## config.mk

```make
export PLATFORM = sky130hd
export DESIGN_NAME = pipeline_hazard_ctrl
export DESIGN_NICKNAME = d
export VERILOG_FILES = /design/src/rtl/pipeline_hazard_ctrl.sv
export SDC_FILE = /design/constraint.sdc
export NUM_CORES = 1
export LEC_CHECK = 0
export CAP_MARGIN = 25
export CORE_MARGIN = 8
export CORE_UTILIZATION = 30
export CTS_CLUSTER_SIZE = 20
export DETAILED_ROUTE_END_ITERATION = 8
export GPL_TIMING_DRIVEN = 0
export SLEW_MARGIN = 20
export SYNTH_ARGS = -nofsm -noshare
export SYNTH_HDL_FRONTEND = slang
export SYNTH_SLANG_ARGS = --single-unit
export TNS_END_PERCENT = 50
```

## constraint.sdc

```tcl
create_clock -name clk -period 2.1 [get_ports clk]
set_input_delay 0.42 -clock clk [delete_from_list [all_inputs] [get_ports clk]]
set_output_delay 0.42 -clock clk [all_outputs]
set_load 0.02 [all_outputs]
```

## src/rtl/pipeline_hazard_ctrl.sv

```systemverilog
// pipeline_hazard_ctrl
//
// Hazard and sequencing controller for a 5-stage pipeline (IF, ID, EX, MEM, WB).
// Drives the PC and pipeline-register write enables, the IF/ID flush and the
// ID/EX bubble, and the EX operand forwarding selects. It also runs a
// halt/drain state machine, watches data-memory wait time, and keeps
// saturating stall and flush counters.
//
// Ports
//   clk, reset                         clock, synchronous active-high reset
//   id_rn, id_rm, id_uses_rn/rm        source registers of the ID instruction
//   ex_rn, ex_rm, ex_rd, ex_is_load    EX instruction fields
//   ex_branch_taken                    taken branch resolved in EX
//   mem_rd, wb_rd, mem_wb_en, wb_wb_en destination registers/enables, MEM and WB
//   dmem_busy                          data memory not ready this cycle
//   halt_req                           level request to halt the pipeline
//   pc_we, if_id_we, ex_mem_we, mem_wb_we   write enables (combinational)
//   if_id_flush, id_ex_bubble          NOP insertion (combinational)
//   fwd_a, fwd_b                       00 reg file, 01 WB, 10 MEM
//   halted, mem_timeout                registered status (timeout is sticky)
//   stall_cnt, flush_cnt               saturating performance counters
//
// state    | meaning
// ---------+------------------------------------------------------------
// ST_RUN    | normal execution, hazards resolved by stall/flush/forward
// ST_DRAIN  | fetch stopped, IF/ID flushed, waiting for ID..WB to empty
// ST_HALTED | pipeline empty and frozen until halt_req drops

module pipeline_hazard_ctrl #(
    parameter int REG_BITS     = 4,
    parameter int DRAIN_CYCLES = 4,
    parameter int WAIT_LIMIT   = 16,
    parameter int CNT_W        = 16
) (
    input  logic                clk,
    input  logic                reset,
    input  logic [REG_BITS-1:0] id_rn,
    input  logic [REG_BITS-1:0] id_rm,
    input  logic                id_uses_rn,
    input  logic                id_uses_rm,
    input  logic [REG_BITS-1:0] ex_rn,
    input  logic [REG_BITS-1:0] ex_rm,
    input  logic [REG_BITS-1:0] ex_rd,
    input  logic                ex_is_load,
    input  logic                ex_branch_taken,
    input  logic [REG_BITS-1:0] mem_rd,
    input  logic [REG_BITS-1:0] wb_rd,
    input  logic                mem_wb_en,
    input  logic                wb_wb_en,
    input  logic                dmem_busy,
    input  logic                halt_req,
    output logic                pc_we,
    output logic                if_id_we,
    output logic                ex_mem_we,
    output logic                mem_wb_we,
    output logic                if_id_flush,
    output logic                id_ex_bubble,
    output logic [1:0]          fwd_a,
    output logic [1:0]          fwd_b,
    output logic                halted,
    output logic                mem_timeout,
    output logic [CNT_W-1:0]    stall_cnt,
    output logic [CNT_W-1:0]    flush_cnt
);

    localparam int DW = (DRAIN_CYCLES > 1) ? $clog2(DRAIN_CYCLES) : 1;
    localparam int WW = (WAIT_LIMIT > 1) ? $clog2(WAIT_LIMIT) : 1;

    localparam logic [DW-1:0]       DRAIN_LOAD = DW'(DRAIN_CYCLES - 1);
    localparam logic [WW-1:0]       WAIT_LAST  = WW'(WAIT_LIMIT - 1);
    localparam logic [REG_BITS-1:0] PC_REG     = REG_BITS'(15);
    localparam logic [CNT_W-1:0]    CNT_MAX    = '1;

    typedef enum logic [1:0] {
        ST_RUN    = 2'd0,
        ST_DRAIN  = 2'd1,
        ST_HALTED = 2'd2
    } state_t;

    state_t        state;
    logic [DW-1:0] drain_cnt;
    logic [WW-1:0] wait_cnt;
    logic          load_use;
    logic          active;
    logic          stall_inc;
    logic          flush_inc;

    assign load_use = ex_is_load &&
                      ((id_uses_rn && (id_rn == ex_rd)) ||
                       (id_uses_rm && (id_rm == ex_rd)));

    // HALTED ignores busy, branch and load-use entirely.
    assign active = (state != ST_HALTED);

    // A busy cycle that is also load-use counts once; a branch masks load-use.
    assign stall_inc = active && (dmem_busy || (!ex_branch_taken && load_use));
    assign flush_inc = active && !dmem_busy && ex_branch_taken;

    // R15 reads the PC, never a forwarded result.
    function automatic logic [1:0] fwd_sel(input logic [REG_BITS-1:0] src);
        logic [1:0] sel;
        sel = 2'b00;
        if (src != PC_REG) begin
            if (mem_wb_en && (mem_rd == src))
                sel = 2'b10;
            else if (wb_wb_en && (wb_rd == src))
                sel = 2'b01;
        end
        return sel;
    endfunction

    always_comb begin
        pc_we        = 1'b1;
        if_id_we     = 1'b1;
        ex_mem_we    = 1'b1;
        mem_wb_we    = 1'b1;
        if_id_flush  = 1'b0;
        id_ex_bubble = 1'b0;
        fwd_a        = fwd_sel(ex_rn);
        fwd_b        = fwd_sel(ex_rm);

        if (reset) begin
            pc_we        = 1'b0;
            if_id_we     = 1'b0;
            ex_mem_we    = 1'b0;
            mem_wb_we    = 1'b0;
            if_id_flush  = 1'b1;
            id_ex_bubble = 1'b1;
            fwd_a        = 2'b00;
            fwd_b        = 2'b00;
        end else if (state == ST_HALTED) begin
            // NOPs keep circulating through EX/MEM and MEM/WB.
            pc_we        = 1'b0;
            if_id_we     = 1'b0;
            id_ex_bubble = 1'b1;
        end else if (dmem_busy) begin
            pc_we        = 1'b0;
            if_id_we     = 1'b0;
            ex_mem_we    = 1'b0;
            mem_wb_we    = 1'b0;
        end else if (ex_branch_taken) begin
            if_id_flush  = 1'b1;
            id_ex_bubble = 1'b1;
        end else if (load_use) begin
            pc_we        = 1'b0;
            if_id_we     = 1'b0;
            id_ex_bubble = 1'b1;
            if_id_flush  = (state == ST_DRAIN);
        end else if ((state == ST_DRAIN) || halt_req) begin
            pc_we        = 1'b0;
            if_id_flush  = 1'b1;
        end
    end

    always_ff @(posedge clk) begin
        if (reset) begin
            state       <= ST_RUN;
            drain_cnt   <= '0;
            wait_cnt    <= '0;
            halted      <= 1'b0;
            mem_timeout <= 1'b0;
            stall_cnt   <= '0;
            flush_cnt   <= '0;
        end else begin
            case (state)
                ST_RUN: begin
                    if (!dmem_busy && !ex_branch_taken && !load_use && halt_req) begin
                        state     <= ST_DRAIN;
                        drain_cnt <= DRAIN_LOAD;
                    end
                end
                ST_DRAIN: begin
                    if (!dmem_busy) begin
                        if (ex_branch_taken) begin
                            // Branch refetches into ID, so the drain restarts.
                            drain_cnt <= DRAIN_LOAD;
                        end else if (!load_use) begin
                            if (drain_cnt == '0) begin
                                state  <= ST_HALTED;
                                halted <= 1'b1;
                            end else begin
                                drain_cnt <= drain_cnt - DW'(1);
                            end
                        end
                    end
                end
                ST_HALTED: begin
                    if (!halt_req) begin
                        state  <= ST_RUN;
                        halted <= 1'b0;
                    end
                end
                default: begin
                    state <= ST_RUN;
                end
            endcase

            if (active && dmem_busy) begin
                if (wait_cnt == WAIT_LAST)
                    mem_timeout <= 1'b1;
                else
                    wait_cnt <= wait_cnt + WW'(1);
            end else begin
                wait_cnt <= '0;
            end

            if (stall_inc && (stall_cnt != CNT_MAX))
                stall_cnt <= stall_cnt + CNT_W'(1);
            if (flush_inc && (flush_cnt != CNT_MAX))
                flush_cnt <= flush_cnt + CNT_W'(1);
        end
    end

endmodule

```

==> flow_summary.toml, run 1 <==
[timing]
slew_headroom_pct = 62.7
fin_crit_sh_pct = 106
setup_viol = 6
fin_crit_ns = 2.23
hold_viol = 0
grt_setup_unrepaired = "yes"
clock_skew_ns = 0.00672
setup_slack_ns = -0.133
worst_pin_slew_ns = 0.560
maxSlewViolCount = 0
max_freq_ghz = 0.448

[critical_path]
cp_num_buf_inv = 2
crit_chain = "buf_2 > xor2_1 > nor3_2 > and2_4 > o31ai_1 > maj3_2 > a21o_1 > buf_6"
crit_arrival_ns = 1.81
path_class = "input port to primary output"
slowest_delay_ns = 0.31
critPathCaptureType = "primary output"
crit_slowest_cell = "maj3_2"
regToRegStartpoint = "state[0]$_SDFFE_PP0P_"
cp_top_family = "simple AND/OR/NAND/NOR gates"
worstSetupStartpoint = "id_rm[3]"
cp_max_fo = 2
cp.required_ns = 1.68
start_kind = "input port"

[route]
drt_wl_total_um = 7910
via_count = 2635
first_iter_violations = 135
postRouteAntennaNets = 0
post_drt_wl_per_cell_um = 15.4
viasPerCell = 5.13
drcViolationCount = 0
drt-pass1-iter-count = 4

[power]
power_density_mw_per_mm2 = 473
ir_worst_vdd_uv = 333
p_leak_nw = 1.46

[synthesis]
synth_ff_type = "dfxtp_1"
synth_top_area_share_pct = 32.9
synthMostInstantiatedCell = "dfxtp_1"
synthArstFlopShare_pct = 0
ys_seq_area_share_pct = 32.9
syn_area_mm2 = 0.00255
yosysTopAreaCell = "dfxtp_1"
synth_edf_count = 0
synthTopCellsByCount = "dfxtp_1, nor2_1, xor2_1, nand3_1, nand2_1"
synth-seq-cells = 42
synth_nets = 351
ys_warn_count = 0
yosys-top-cells-area = "dfxtp_1, xor2_1, nor2_1"
ys_types = 57
syn_inst = 309
synth_area_per_cell_um2 = 8.26

[global_route]
grt_pass1_vias = 2664
grt_max_degree = 14
grt_pass1_wl_um = 13100
grt.total_usage_pct = 13.5
overflow = 0
antenna_found_initial = 0

[clock_tree]
hold_buffers = 0
cts_tree = "built"
clockRootBuffer = "clkbuf_8"
htree_levels = 2
clk_pin_slew_worst_paths_ns = 0.09
cts_buffers = 5
clk_latency_ns = 0.30
cts.path.max_buffers = 2
cts.sinks = 42

[floorplanning]
ioPinCount = 82
die-area_mm2 = 0.0117
core_area_mm2 = 0.00822
die_h_um = 108
start_util_pct = 31.1
rows = 33
die_w_um = 108

[run_status]
violations = "setup timing"
status = "complete, but fails checks"

[place]
place.gp.congestion = 0.805
hpwl_um = 5710
placed_area_mm2 = 0.00350
io_buffers = 79

[cells_and_area]
fin_area_mm2 = 0.00379
drive_gt1_share_pct = 21.3
final_core_util_pct = 46.2
area_growth_pct = 48.5
seq_area_um2 = 843
multi_input_area_mm2 = 0.00174
nFillCells = 793
num_antenna_cells = 0
fin_nets = 450

[worst_hold_path]
hp-class = "register to register"
min-delay-start = "mem_timeout$_SDFFE_PP0P_"

[job]
max_cap_viol_count = 0
[final cells by class]
cell class                      instances  area share, %
Inverter                               11           1.09
Timing Repair Buffer                   93           22.3
Sequential cell                        42           22.2
Clock buffer                            5           1.81
Clock inverter                          3           1.06
Buffer                                 13           2.14
Multi-Input combinational cell        242           45.9
Tap cell                              105           3.46
[flip-flops by register name, indices dropped and copies added (netlist names)]
signal / cells
drain_cnt: 2
flush_cnt: 16
stall_cnt: 16
mem_timeout: 1
halted: 1
state: 2
wait_cnt: 4
[power breakdown]
| part | internal (W) | total (W) | switching [W] |
|---|---|---|---|
| clock network | 0.000350 | 0.000645 | 0.000295 |
| registers | 0.000809 | 0.000821 | 0.0000120 |
| logic | 0.000158 | 0.000329 | 0.000171 |
[routing by layer]
metal	vias to the layer above	global-route usage, %	share of wire, %
met1	1260	15.9	45
li1	1302	-	-
met2	62	22.8	47
met3	11	3.93	6.0
met5	-	0	0
met4	0	4.89	1.7
[final timing paths]
path,cells past startpoint,slack (ns),endpoint
max,8,-0.13,if_id_flush
min,2,0.49,mem_timeout$_SDFFE_PP0P_
max reg2reg,8,0.09,stall_cnt[2]$_SDFFE_PP0P_
min reg2reg,2,0.49,mem_timeout$_SDFFE_PP0P_
[worst min-delay path: cells and delay by family, from the launching register on]
kind,cells,cell delay [ns]
AO/OA/AOI/OAI,1,0.05
flip-flops,1,0.34
AND/OR/NAND/NOR,1,0.07
[layout by cell type (no fill, tap or decap), types with 10 or more instances in the layout]
cell type | netlist | routed
buf_4 | 1 | 16
inv_1 | 10 | 10
dfxtp_1 | 42 | 40
nand2_1 | 17 | 17
buf_2 | 2 | 13
nand3_1 | 20 | 19
nor2_1 | 39 | 37
xor2_1 | 29 | 26
dlygate4sd2_1 | 0 | 11
clkdlybuf4s50_1 | 0 | 46
[kinds of logic after synthesis]
group | share of synthesized area, %
AOI/OAI and AO/OA | 13.3
xor gates and xnor gates | 12.3
adders and majority gates | 2.35
buffers and inverters | 4.56
DFF | 32.9
muxes | 3.87
and+or+nand+nor | 30.6
[repair_timing]
| action | 4_1_cts | 5_1_grt |
|---|---|---|
| endpoints found under the setup margin | 33 | 30 |
| gates resized for setup | 131 | 14 |
| setup buffers | 11 | 3 |
| pin swaps | 21 | 7 |
[through the flow]
stage | instances | TNS, ns | worst slack [ns] | hold WS [ns] | total power, W
5_1_grt | 514 | -0.770 | -0.211 | 0.515 | 0.00188
3_3_place_gp | 493 | -23.15 | -1.19 | 0.473 | 0.00114
2_1_floorplan | 309 | -0.0118 | -0.00940 | 0.453 | 0.000994
4_1_cts | 512 | -0.167 | -0.132 | 0.499 | 0.00180
6_report | 514 | -0.218 | -0.133 | 0.489 | 0.00179
3_5_place_dp | 493 | -24.07 | -1.20 | 0.474 | 0.00114
No activity file was read; power rests on OpenSTA's default activity.
==> inputs of run 2 (changes only) <==
CAP_MARGIN = 20   (was 25)
MAX_ROUTING_LAYER = met4   (was unset)
TNS_END_PERCENT = 20   (was 50)
==> run 2 against run 1 <==
Compared with the run above: the flow still finishes with violations (setup timing); total power is 0.23% lower; final area is 0.13% lower; count of clock-buffer cells in the layout stayed put; critical path depth is 1 lower; critical path type unchanged; largest cell class unchanged.
==> flow_summary.toml, run 2 (synthesis gave the netlist of run 1 again) <==
[run_status]
status = "complete, but fails checks"
violations = "setup timing"

[timing]
slew_headroom_pct = 63.7
worst_pin_slew_ns = 0.545
max_freq_ghz = 0.447
setup_slack_ns = -0.139
clock_skew_ns = 0.00886
whs_ns = 0.489
setup_viol = 6
grt_setup_unrepaired = "yes"
maxSlewViolCount = 0
hold_viol = 0
fin_crit_ns = 2.24
fin_crit_sh_pct = 107

[cells_and_area]
fin_area_mm2 = 0.00379
mostFrequentLayoutCell = "clkdlybuf4s50_1"
drive_gt1_share_pct = 21.3
fin_nets = 449
largest_registers = "flush_cnt: 16 flops, stall_cnt: 16 flops, wait_cnt: 4 flops"
num_antenna_cells = 0
nFillCells = 791
final_cell_mix = "clkdlybuf4s50_1, dfxtp_1, nor2_1, xor2_1, nand3_1"
area_growth_pct = 48.3

[critical_path]
cp_max_fo = 2
start_kind = "input port"
path_class = "input port to primary output"
critPathCaptureType = "primary output"
cp.required_ns = 1.68
crit_arrival_ns = 1.82
r2r_cells = 8

[floorplanning]
rows = 33
start_util_pct = 31.1
ioPinCount = 82
die-area_mm2 = 0.0117
core_area_mm2 = 0.00822
die_w_um = 108
die_h_um = 108

[clock_tree]
cts.path.max_buffers = 2
cts_buffers = 5
cts.sinks = 42
clk_latency_ns = 0.30
clockRootBuffer = "clkbuf_8"
cts_tree = "built"
htree_levels = 2
clk_pin_slew_worst_paths_ns = 0.09

[place]
hpwl_um = 5710
place.gp.congestion = 0.817
pre_cts_ws_ns = -1.20
io_buffers = 79
placed_area_mm2 = 0.00350

[route]
postRouteAntennaNets = 0
drt-pass1-iter-count = 4
first_iter_violations = 107
via_count = 2631
drt_wl_total_um = 7850
post_drt_wl_per_cell_um = 15.3
viasPerCell = 5.13
drcViolationCount = 0

[worst_hold_path]
hold_path_depth = 2
hp-class = "register to register"

[global_route]
grt.total_usage_pct = 14.0
overflow = 0
grt_pass1_vias = 2690
antenna_found_initial = 0
grt_max_degree = 14
grt_pass1_wl_um = 13100

[power]
power_w = 0.00179
power_density_mw_per_mm2 = 473
ir_worst_vdd_uv = 337
p_leak_nw = 1.49

[job]
max_cap_viol_count = 0
run 2: stage by stage:
stage / instances / utilization, % / TNS (ns)
floorplan: 309 / - / -0.0118
global placement: 493 / 42.6 / -23.15
detailed placement: 493 / 42.6 / -24.07
CTS: 512 / 45.3 / -0.312
global route: 513 / 46.1 / -0.733
finish: 513 / 46.1 / -0.241
run 2: power by group:
group	switching (W)	internal, W	total (W)
Sequential	0.0000119	0.000809	0.000820
Clock	0.000294	0.000350	0.000645
Combinational	0.000171	0.000154	0.000325
run 2: cell type report:
type / instances / area (µm²) / share of cell area, %
multi-input cells: 242 / 1730 / 45.7
flip-flops and latches: 42 / 843 / 22.3
repair buffers: 91 / 837 / 22.1
well taps: 105 / 131 / 3.47
plain buffers: 14 / 91.3 / 2.41
clock buffers: 5 / 68.8 / 1.82
inverters: 11 / 45.0 / 1.19
clock inverters: 3 / 40.0 / 1.06
run 2: critical path, stage by stage:
cell     delay, ns
buf_4         0.13
xor2_2        0.18
nor4_4        0.33
o31ai_1       0.13
maj3_2        0.31
a21o_1        0.19
buf_6         0.13
run 2: path summary, 6_finish.rpt:
path	start	endpoint	slack (ns)
setup / recovery	ex_rd[2]	if_id_flush	-0.14
hold / removal	mem_timeout$_SDFFE_PP0P_	mem_timeout$_SDFFE_PP0P_	0.49
setup reg to reg	state[0]$_SDFFE_PP0P_	stall_cnt[2]$_SDFFE_PP0P_	0.10
hold reg to reg	mem_timeout$_SDFFE_PP0P_	mem_timeout$_SDFFE_PP0P_	0.49
run 2: repair_timing:
| item | in CTS | in global routing |
|---|---|---|
| setup buffers | 11 | 1 |
| endpoints found under the setup margin | 33 | 31 |
| hold buffers | 0 | 0 |
| resized for setup | 127 | 22 |
| hold endpoints to repair | 0 | 0 |
| pin swaps | 20 | 10 |
run 2: layer usage:
metal | track usage (%) | vias up | share of wire, %
met4 | 5.38 | 0 | 2.0
met3 | 2.97 | 14 | 4.4
met1 | 16.5 | 1254 | 46
li1 | - | 1297 | -
met5 | - | - | 0
met2 | 22.8 | 66 | 47
==> inputs of run 3 (changes only) <==
CORE_UTILIZATION = 47   (was 30)
PLACE_DENSITY = 0.81   (was unset)
==> run 3 against run 2 <==
Compared with the run above: first-iteration DRC count is 24% higher; total power shrank 0.63%; critical path depth rose by 1; the run still ends with setup timing left; largest cell class unchanged; largest power group unchanged; clock skew up 0.00052 ns; core utilization rose by 23 points.
==> flow_summary.toml, run 3 (synthesis gave the netlist of run 1 again) <==
[run_status]
violations = "setup timing"
status = "complete, but fails checks"

[clock_tree]
cts_buffers = 5
cts_tree = "built"
clk_pin_slew_worst_paths_ns = 0.08
clk_latency_ns = 0.30
hold_buffers = 0
cts.path.max_buffers = 2
htree_levels = 2
cts.sinks = 42
clockRootBuffer = "clkbuf_8"

[route]
postRouteAntennaNets = 0
post_drt_wl_per_cell_um = 15.4
first_iter_violations = 133
drt-pass1-iter-count = 4
drcViolationCount = 0
drt_wl_total_um = 7340
via_count = 2635
viasPerCell = 5.52

[cells_and_area]
fin_nets = 446
num_antenna_cells = 0
final_cell_mix = "clkdlybuf4s50_1, dfxtp_1, nor2_1, xor2_1, nand3_1"
fin_area_mm2 = 0.00369
mostFrequentLayoutCell = "clkdlybuf4s50_1"
drive_gt1_share_pct = 19.8
largest_registers = "flush_cnt: 16 flops, stall_cnt: 16 flops, wait_cnt: 4 flops"
area_growth_pct = 44.4
final_cells = 477
nFillCells = 422

[floorplanning]
rows = 27
die_w_um = 89.7
start_util_pct = 47.5
core_area_mm2 = 0.00537
die_h_um = 89.7
die-area_mm2 = 0.00805
ioPinCount = 82

[global_route]
overflow = 0
grt_max_degree = 14
grt_pass1_wl_um = 12000
grt.total_usage_pct = 17.7
antenna_found_initial = 0
grt_pass1_vias = 2637

[power]
p_leak_nw = 1.45
power_density_mw_per_mm2 = 482
power.internal_w = 0.00131
p_clk_share_pct = 36.1
p_sw_w = 0.000467
ir_worst_vdd_uv = 358
power_w = 0.00178
power.share.sequential_pct = 46.1
netSwitchingFraction_pct = 26.2
p_comb_share_pct = 17.8

[timing]
maxSlewViolCount = 0
whs_ns = 0.484
setup_slack_ns = -0.168
setup_viol = 4
max_freq_ghz = 0.441
fin_crit_sh_pct = 108
clock_skew_ns = 0.00937
fin_crit_ns = 2.27
slew_headroom_pct = 64.5
worst_pin_slew_ns = 0.528
hold_viol = 0
grt_setup_unrepaired = "yes"

[place]
placed_area_mm2 = 0.00346
hpwl_um = 5350
dp.cells = 460
pre_cts_ws_ns = -1.17
io_buffers = 79
place.gp.congestion = 0.867

[critical_path]
crit_arrival_ns = 1.85
crit_chain = "dlygate4sd2_1 > xnor2_1 > and3_4 > and2_4 > o31ai_2 > maj3_2 > a21o_1 > buf_6"
cp_num_buf_inv = 2
critPathCaptureType = "primary output"
cp.required_ns = 1.68
rrSetupSlack_ns = 0.08
crit_slowest_cell = "maj3_2"
cp_top_family = "buffers and inverters"
slowest_delay_ns = 0.31
start_kind = "input port"
path_class = "input port to primary output"
cp_max_fo = 3

[job]
max_cap_viol_count = 0

[worst_hold_path]
hp-class = "register to register"
[run 3: cell types whose count changed in the layout (fill, tap and decap cells not counted), sizes merged]
cell / before / now
dlymetal6s2s: 6 / 4
buf: 37 / 27
clkdlybuf4s15: 2 / 1
clkdlybuf4s50: 42 / 43
clkinv: 2 / 1
dlygate4sd2: 9 / 13
clkbuf: 14 / 20
[run 3: final cells by class]
type | count | area (µm²) | share of cell area (%)
multi-input cells | 242 | 1730 | 46.8
flip-flops and latches | 42 | 841 | 22.8
repair buffers | 88 | 787 | 21.3
plain buffers | 14 | 92.6 | 2.51
well taps | 72 | 90.1 | 2.44
clock buffers | 6 | 72.6 | 1.97
inverters | 11 | 41.3 | 1.12
clock inverters | 2 | 37.5 | 1.02
[run 3: metal layers]
| metal | vias to the layer above | share of wire [%] | track usage (%) |
|---|---|---|---|
| met5 | - | 0 | - |
| met4 | 0 | 1.6 | 5.78 |
| met3 | 9 | 5.2 | 3.99 |
| met2 | 98 | 48 | 29.9 |
| met1 | 1240 | 45 | 20.3 |
| li1 | 1288 | - | - |
[run 3: final timing paths]
path | from | end | depth (start not counted)
setup / recovery | id_rm[1] | if_id_flush | 8
hold / removal | mem_timeout$_SDFFE_PP0P_ | mem_timeout$_SDFFE_PP0P_ | 2
setup reg to reg | state[0]$_SDFFE_PP0P_ | stall_cnt[2]$_SDFFE_PP0P_ | 8
hold reg to reg | mem_timeout$_SDFFE_PP0P_ | mem_timeout$_SDFFE_PP0P_ | 2
[run 3: metrics by stage]
step	TNS [ns]	util, %
3_3_place_gp	-19.49	64.4
2_1_floorplan	-0.0118	-
3_5_place_dp	-21.19	64.4
4_1_cts	-0.286	67.7
5_1_grt	-1.36	68.7
6_report	-0.367	68.7
[run 3: power by group through the flow]
stage / registers (W) / clock network, W / logic (W)
4_1_cts: 0.000819 / 0.000647 / 0.000304
2_1_floorplan: 0.000844 / 0 / 0.000150
3_3_place_gp: 0.000838 / 0 / 0.000296
5_1_grt: 0.000822 / 0.000676 / 0.000341
3_5_place_dp: 0.000838 / 0 / 0.000300
6_report: 0.000819 / 0.000643 / 0.000317
[run 3: repair_timing]
item,CTS,global route
setup endpoints to repair,26,38
pin swaps,14,14
buffers inserted,7,2
gates resized for setup,92,32
[run 3: worst reg2reg max path, delay by kind of cell, from the launching register on]
| family | cells | cell delay, ns |
|---|---|---|
| buffers and inverters | 2 | 0.38 |
| AOI/OAI and AO/OA | 2 | 0.28 |
| muxes | 1 | 0.36 |
| and+or+nand+nor | 3 | 0.59 |
| DFF | 1 | 0.31 |
